**config.mk**
```make
export PLATFORM = sky130hd
export DESIGN_NAME = cpu_param
export DESIGN_NICKNAME = d
export VERILOG_FILES = /design/src/rtl/cpu_param.sv
export SDC_FILE = /design/constraint.sdc
export NUM_CORES = 1
export LEC_CHECK = 0
export CORE_AREA = 2 2 137 139
export DETAILED_ROUTE_END_ITERATION = 10
export DIE_AREA = 0 0 139 141
export HOLD_SLACK_MARGIN = 0.12
export PLACE_DENSITY_LB_ADDON = 0.3
export REMOVE_ABC_BUFFERS = 1
export SYNTH_ARGS = -nofsm -noshare
export SYNTH_HDL_FRONTEND = slang
export SYNTH_SLANG_ARGS = --single-unit
export TNS_END_PERCENT = 20
```
**constraint.sdc**
```tcl
create_clock -name clk -period 5.6 [get_ports clk]
set_input_delay 0.84 -clock clk [delete_from_list [all_inputs] [get_ports clk]]
set_output_delay 0.84 -clock clk [all_outputs]
set_load 0.05 [all_outputs]
```
**src/rtl/cpu_param.sv**
```systemverilog
// cpu_param: parametrised multicycle CPU with two-word instructions, 8-entry register file,
// ALU with carry/zero flags and conditional jumps. Define CPU_IMM_EN to enable LDI (000_11_rrr).
module cpu_param #(
    parameter int unsigned DW = 8,
    parameter int unsigned AW = 8
) (
    input  logic          clk,
    input  logic          rst,
    input  logic          run,
    input  logic          halt,
    output logic [AW-1:0] mem_addr,
    output logic [DW-1:0] mem_wdata,
    input  logic [DW-1:0] mem_rdata,
    output logic          mem_rden,
    output logic          mem_wren,
    output logic          waits,
    output logic          fetcha,
    output logic          fetchb,
    output logic          execa,
    output logic          execb,
    output logic [AW-1:0] pc,
    output logic          cflag,
    output logic          zflag,
    input  logic [2:0]    dbg_sel,
    output logic [DW-1:0] dbg_data
);

    typedef enum logic [2:0] {StWait, StFetchA, StFetchB, StExecA, StExecB} stage_e;

    stage_e        stage_q, stage_d;
    logic [AW-1:0] pc_q, pc_d;
    logic [DW-1:0] opcode_q, opcode_d, operand_q, operand_d;
    logic [DW-1:0] mdr_q, mdr_d, res_q, res_d;
    logic          cf_tmp_q, cf_tmp_d, zf_tmp_q, zf_tmp_d;
    logic          cflag_q, cflag_d, zflag_q, zflag_d;
    logic [DW-1:0] regs_q [8];
    logic [DW-1:0] regs_d [8];

    logic [7:0]    op;
    logic [2:0]    cls, rsel, ra, rb;
    logic [1:0]    sub;
    logic [AW-1:0] addr;
    logic          is_hlt, is_ld, is_st, is_alu, is_ldi, jump_taken;
    logic [DW:0]   alu_full;

    assign op     = opcode_q[7:0];
    assign cls    = op[7:5];
    assign sub    = op[4:3];
    assign rsel   = op[2:0];
    assign ra     = operand_q[7:5];
    assign rb     = operand_q[4:2];
    assign addr   = operand_q[AW-1:0];
    assign is_hlt = (op == 8'h00);
    assign is_ld  = (cls == 3'b000) && (sub == 2'b01);
    assign is_st  = (cls == 3'b000) && (sub == 2'b10);
    assign is_alu = (cls == 3'b100);
`ifdef CPU_IMM_EN
    assign is_ldi = (cls == 3'b000) && (sub == 2'b11);
`else
    assign is_ldi = 1'b0;
`endif

    always_comb begin
        jump_taken = 1'b0;
        if (cls == 3'b001) begin
            case (op[4:0])
                5'b00000: jump_taken = cflag_q;
                5'b00001: jump_taken = !cflag_q;
                5'b00010: jump_taken = zflag_q;
                5'b00011: jump_taken = !zflag_q;
                5'b11111: jump_taken = 1'b1;
                default:  jump_taken = 1'b0;
            endcase
        end
    end

    // One extra bit holds carry (add) or borrow (subtract).
    always_comb begin
        alu_full = '0;
        unique case (sub)
            2'b00:   alu_full = {1'b0, regs_q[ra]} + {{DW{1'b0}}, 1'b1};
            2'b01:   alu_full = {1'b0, regs_q[ra]} - {{DW{1'b0}}, 1'b1};
            2'b10:   alu_full = {1'b0, regs_q[ra]} + {1'b0, regs_q[rb]};
            default: alu_full = {1'b0, regs_q[ra]} - {1'b0, regs_q[rb]};
        endcase
    end

    always_comb begin
        mem_addr  = '0;
        mem_wdata = '0;
        mem_rden  = 1'b0;
        mem_wren  = 1'b0;
        unique case (stage_q)
            StFetchA, StFetchB: begin
                mem_addr = pc_q;
                mem_rden = 1'b1;
            end
            StExecA: begin
                if (is_ld) begin
                    mem_addr = addr;
                    mem_rden = 1'b1;
                end else if (is_st) begin
                    mem_addr  = addr;
                    mem_wdata = regs_q[rsel];
                    mem_wren  = !halt;
                end
            end
            default: ;
        endcase
    end

    always_comb begin
        stage_d   = stage_q;
        pc_d      = pc_q;
        opcode_d  = opcode_q;
        operand_d = operand_q;
        mdr_d     = mdr_q;
        res_d     = res_q;
        cf_tmp_d  = cf_tmp_q;
        zf_tmp_d  = zf_tmp_q;
        cflag_d   = cflag_q;
        zflag_d   = zflag_q;
        regs_d    = regs_q;
        // An abort edge changes only the stage.
        if (halt) begin
            stage_d = StWait;
        end else begin
            unique case (stage_q)
                StWait: if (run) stage_d = StFetchA;
                StFetchA: begin
                    opcode_d = mem_rdata;
                    pc_d     = pc_q + 1'b1;
                    stage_d  = StFetchB;
                end
                StFetchB: begin
                    operand_d = mem_rdata;
                    pc_d      = pc_q + 1'b1;
                    stage_d   = StExecA;
                end
                StExecA: begin
                    stage_d = StExecB;
                    if (is_ld) mdr_d = mem_rdata;
                    if (is_alu) begin
                        res_d    = alu_full[DW-1:0];
                        cf_tmp_d = alu_full[DW];
                        zf_tmp_d = (alu_full[DW-1:0] == '0);
                    end
                end
                StExecB: begin
                    stage_d = is_hlt ? StWait : StFetchA;
                    if (is_ld)  regs_d[rsel] = mdr_q;
                    if (is_ldi) regs_d[rsel] = operand_q;
                    if (is_alu) begin
                        regs_d[rsel] = res_q;
                        cflag_d      = cf_tmp_q;
                        zflag_d      = zf_tmp_q;
                    end
                    if (jump_taken) pc_d = addr;
                end
                default: stage_d = StWait;
            endcase
        end
    end

    always_ff @(posedge clk or posedge rst) begin
        if (rst) begin
            stage_q   <= StWait;
            pc_q      <= '0;
            opcode_q  <= '0;
            operand_q <= '0;
            mdr_q     <= '0;
            res_q     <= '0;
            cf_tmp_q  <= 1'b0;
            zf_tmp_q  <= 1'b0;
            cflag_q   <= 1'b0;
            zflag_q   <= 1'b0;
            for (int i = 0; i < 8; i++) regs_q[i] <= '0;
        end else begin
            stage_q   <= stage_d;
            pc_q      <= pc_d;
            opcode_q  <= opcode_d;
            operand_q <= operand_d;
            mdr_q     <= mdr_d;
            res_q     <= res_d;
            cf_tmp_q  <= cf_tmp_d;
            zf_tmp_q  <= zf_tmp_d;
            cflag_q   <= cflag_d;
            zflag_q   <= zflag_d;
            regs_q    <= regs_d;
        end
    end

    assign waits    = (stage_q == StWait);
    assign fetcha   = (stage_q == StFetchA);
    assign fetchb   = (stage_q == StFetchB);
    assign execa    = (stage_q == StExecA);
    assign execb    = (stage_q == StExecB);
    assign pc       = pc_q;
    assign cflag    = cflag_q;
    assign zflag    = zflag_q;
    assign dbg_data = regs_q[dbg_sel];

endmodule
```
==> flow_metrics.env <==
export IMPL_max_slew_margin_pct=28.9
export IMPL_drt_wl_total_um=25000
export IMPL_synth_compound_area_share_pct=12.5
export IMPL_cpMostUsedCell="nor2_1"
export IMPL_rsz0062_at_grt="no"
export IMPL_worstSkewPairLatency_ns=0.36
export IMPL_drc=0
export IMPL_syn_avg_cell_area_um2=10.0
export IMPL_layout_commonest_cell="dfrtp_1"
export IMPL_grt_usage_pct=25.5
export IMPL_synth_edf_count=0
export IMPL_first_pass_iters=6
export IMPL_coreArea_um2=18300
export IMPL_ctsResizeCount=0
export IMPL_cp_arrival_ns=3.53
export IMPL_io_buffers=55
export IMPL_muxShareOfSynthArea_pct=32.3
export IMPL_root_buffer="clkbuf_16"
export IMPL_antenna_left=0
export IMPL_yosysUniqueCellTypes=62
export IMPL_finalSetupViolations=0
export IMPL_combPwrFrac_pct=40.5
export IMPL_slowest_stage="dfrtp_1"
export IMPL_synth_seq_cells=111
export IMPL_crit_fanout=21
export IMPL_design_area_um2=8990
export IMPL_rrSetupSlack_ns=1.55
export IMPL_gp_congestion=0.919
export IMPL_cts_setup_buffers=0
export IMPL_rows=50
export IMPL_multi_input_area_um2=4910
export IMPL_p_int_mw=1.79
export IMPL_cts_buffers=9
export IMPL_skew_ns=0.00774
export IMPL_synth_top_family_by_area="multiplexers"
export IMPL_synth_fa_ha_area_share_pct=1.81
export IMPL_min_period_ns=4.37
export IMPL_p_switching_mw=1.32
export IMPL_clkSinkCount=111
export IMPL_power_share_clock_pct=21.5
export IMPL_hpwl_um=16800
export IMPL_grt_pass1_vias=6241
export IMPL_switching_share_pct=42.3
export IMPL_drt_iter0_drc=680
export IMPL_vias_per_cell=6.33
export IMPL_crit_path_start_kind="flop"
export IMPL_period_share_pct=78.0
export IMPL_fin_tns_setup_ns=0
export IMPL_io_pins=56
export IMPL_cap_violations=0
export IMPL_slew_viol_final=0
export IMPL_drive_above_1_share_pct=18.1
export IMPL_ys_async_sr_fraction_pct=100
export IMPL_worstSetupPathType="flop to output pin"
export IMPL_final_cell_mix="dfrtp_1, mux2i_1, nand2_1"
export IMPL_htree_levels=3
export IMPL_ctsHoldBuffers=0
export IMPL_yosys_area_share_simple_pct=13.1
export IMPL_end_kind="output pin"
export IMPL_grt_max_degree=73
export IMPL_register_area_um2=2780
export IMPL_area_delta_synth_final_pct=11.9
export IMPL_yosysWarnings=0
export IMPL_grt_antenna_before_repair=0
export IMPL_synthFlopType="dfrtp_1"
export IMPL_grt_overflow=0
export IMPL_clockBufferDepth=2
export IMPL_hold_violations=0
export IMPL_pwr_share_seq_pct=38.0
export IMPL_synthesis_instances=800
export IMPL_n_antenna_cell=0
export IMPL_p_leak_nw=4.02
export IMPL_die_width_um=139
export IMPL_status="finished clean"
export IMPL_synth_xor_xnor_area_share_pct=1.31
export IMPL_wl_per_cell_um=23.7
export IMPL_worstMarginPinSlew_ns=1.07
export IMPL_initial_core_util_pct=44.0
export IMPL_grt_pass1_wl_um=37600
export IMPL_place_area_um2=8690
export IMPL_hold_path_class="flop to flop"
export IMPL_num_vias=6652
export IMPL_required_ns=4.76
export IMPL_fp_dieArea_um2=19600
export IMPL_fmax_mhz=229
export IMPL_p_per_area_nw_per_um2=346
export IMPL_crit_chain="buf_4, nor2b_1, a22oi_1, nor2_1, a211oi_1, nor2_1, clkdlybuf4s50_1"
export IMPL_fillers=1700
export IMPL_netlist_area_um2=8040
export IMPL_ys_seq_area_share_pct=34.6
export IMPL_ir_drop_uv=207
export IMPL_cts_tree="done"
export IMPL_nets=838
export IMPL_critPathMaxStageDelay_ns=0.93
export IMPL_die_h_um=141
export IMPL_cts_reportedPaths_clkPinSlew_ns=0.07
final timing paths:
| path | start | end | cells past startpoint |
|---|---|---|---|
| setup / recovery | op[1] | mem_wdata[6] | 7 |
| hold / removal | zf_tmp_q | zf_tmp_q | 2 |
| setup reg to reg | addr[4] | res_q[7] | 13 |
| hold reg to reg | zf_tmp_q | zf_tmp_q | 2 |
| max in group asynchronous | rst | res_q[6] | 3 |
| min in group asynchronous | rst | mdr_q[7] | 2 |
cells by family (layout without fill, tap and decap cells):
kind of cell,Yosys count,count (layout)
simple gates,231,231
mux,188,188
compound gates,166,166
flops,111,111
buf+inv,81,98
xor+xnor,12,12
fa+ha+maj,11,11
metrics by stage:
| step | util [%] | worst slack (ns) | power (mW) | hold slack (ns) | cells |
|---|---|---|---|---|---|
| after global placement | 47.6 | 1.28 | 2.43 | 0.479 | 1035 |
| final | 49.2 | 1.23 | 3.11 | 0.493 | 1051 |
| after detailed placement | 47.6 | 1.26 | 2.44 | 0.485 | 1035 |
| after global routing | 49.2 | 1.09 | 3.26 | 0.541 | 1051 |
| after CTS | 49.2 | 1.26 | 3.10 | 0.501 | 1051 |
| after floorplan | - | 1.66 | 1.98 | 0.446 | 730 |
cells in the mapped netlist (all sizes together), types with 8 or more instances:
| cell type | number | area (µm²) |
|---|---|---|
| inv | 11 | 41.3 |
| mux2 | 54 | 608 |
| mux4 | 52 | 1170 |
| nor3 | 25 | 130 |
| nand2 | 76 | 285 |
| mux2i | 82 | 821 |
| a21oi | 58 | 294 |
| a22o | 10 | 87.6 |
| clkbuf | 35 | 141 |
| nand3 | 17 | 85.1 |
| buf | 35 | 169 |
| nor2 | 73 | 274 |
| dfrtp | 111 | 2780 |
| ha | 10 | 125 |
| nor2b | 8 | 50.1 |
| o21ai | 54 | 274 |
metal layers:
metal / vias up / GRT usage (%) / part of all wire [%]
met3: 53 / 4.89 / 8.0
met1: 3315 / 33.7 / 41
li1: 2992 / - / -
met2: 292 / 41.1 / 48
met5: - / 0 / 0
met4: 0 / 11.2 / 3.5
worst max-delay path: cells and delay by family, from the launching register on:
kind | cells | cell delay [ns]
buffers and inverters | 2 | 1.20
DFF | 1 | 0.93
and+or+nand+nor | 3 | 0.73
AOI/OAI and AO/OA | 2 | 0.28
final cells by class:
class / count / area share [%]
clock buffer: 11 / 2.70
multi-input combinational: 608 / 54.6
clock inverter: 5 / 0.626
tap: 234 / 3.26
sequential: 111 / 30.9
timing repair buffer: 71 / 7.46
inverter: 11 / 0.487
power by group through the flow:
stage	logic (mW)	clock network, mW	registers, mW
final	1.26	0.668	1.18
after global routing	1.35	0.705	1.20
after CTS	1.25	0.675	1.18
after detailed placement	1.25	0	1.19
after global placement	1.24	0	1.19
after floorplan	0.746	0	1.23
sequential cells by signal, summed over array words and instances, names as in the netlist:
signal	count
stage_q	3
zflag	1
cf_tmp_q	1
zf_tmp_q	1
cflag	1
res_q	8
addr	8
op	8
mdr_q	8
pc	8
regs_q	64
Note: power is estimated with default switching activity, not from simulation.
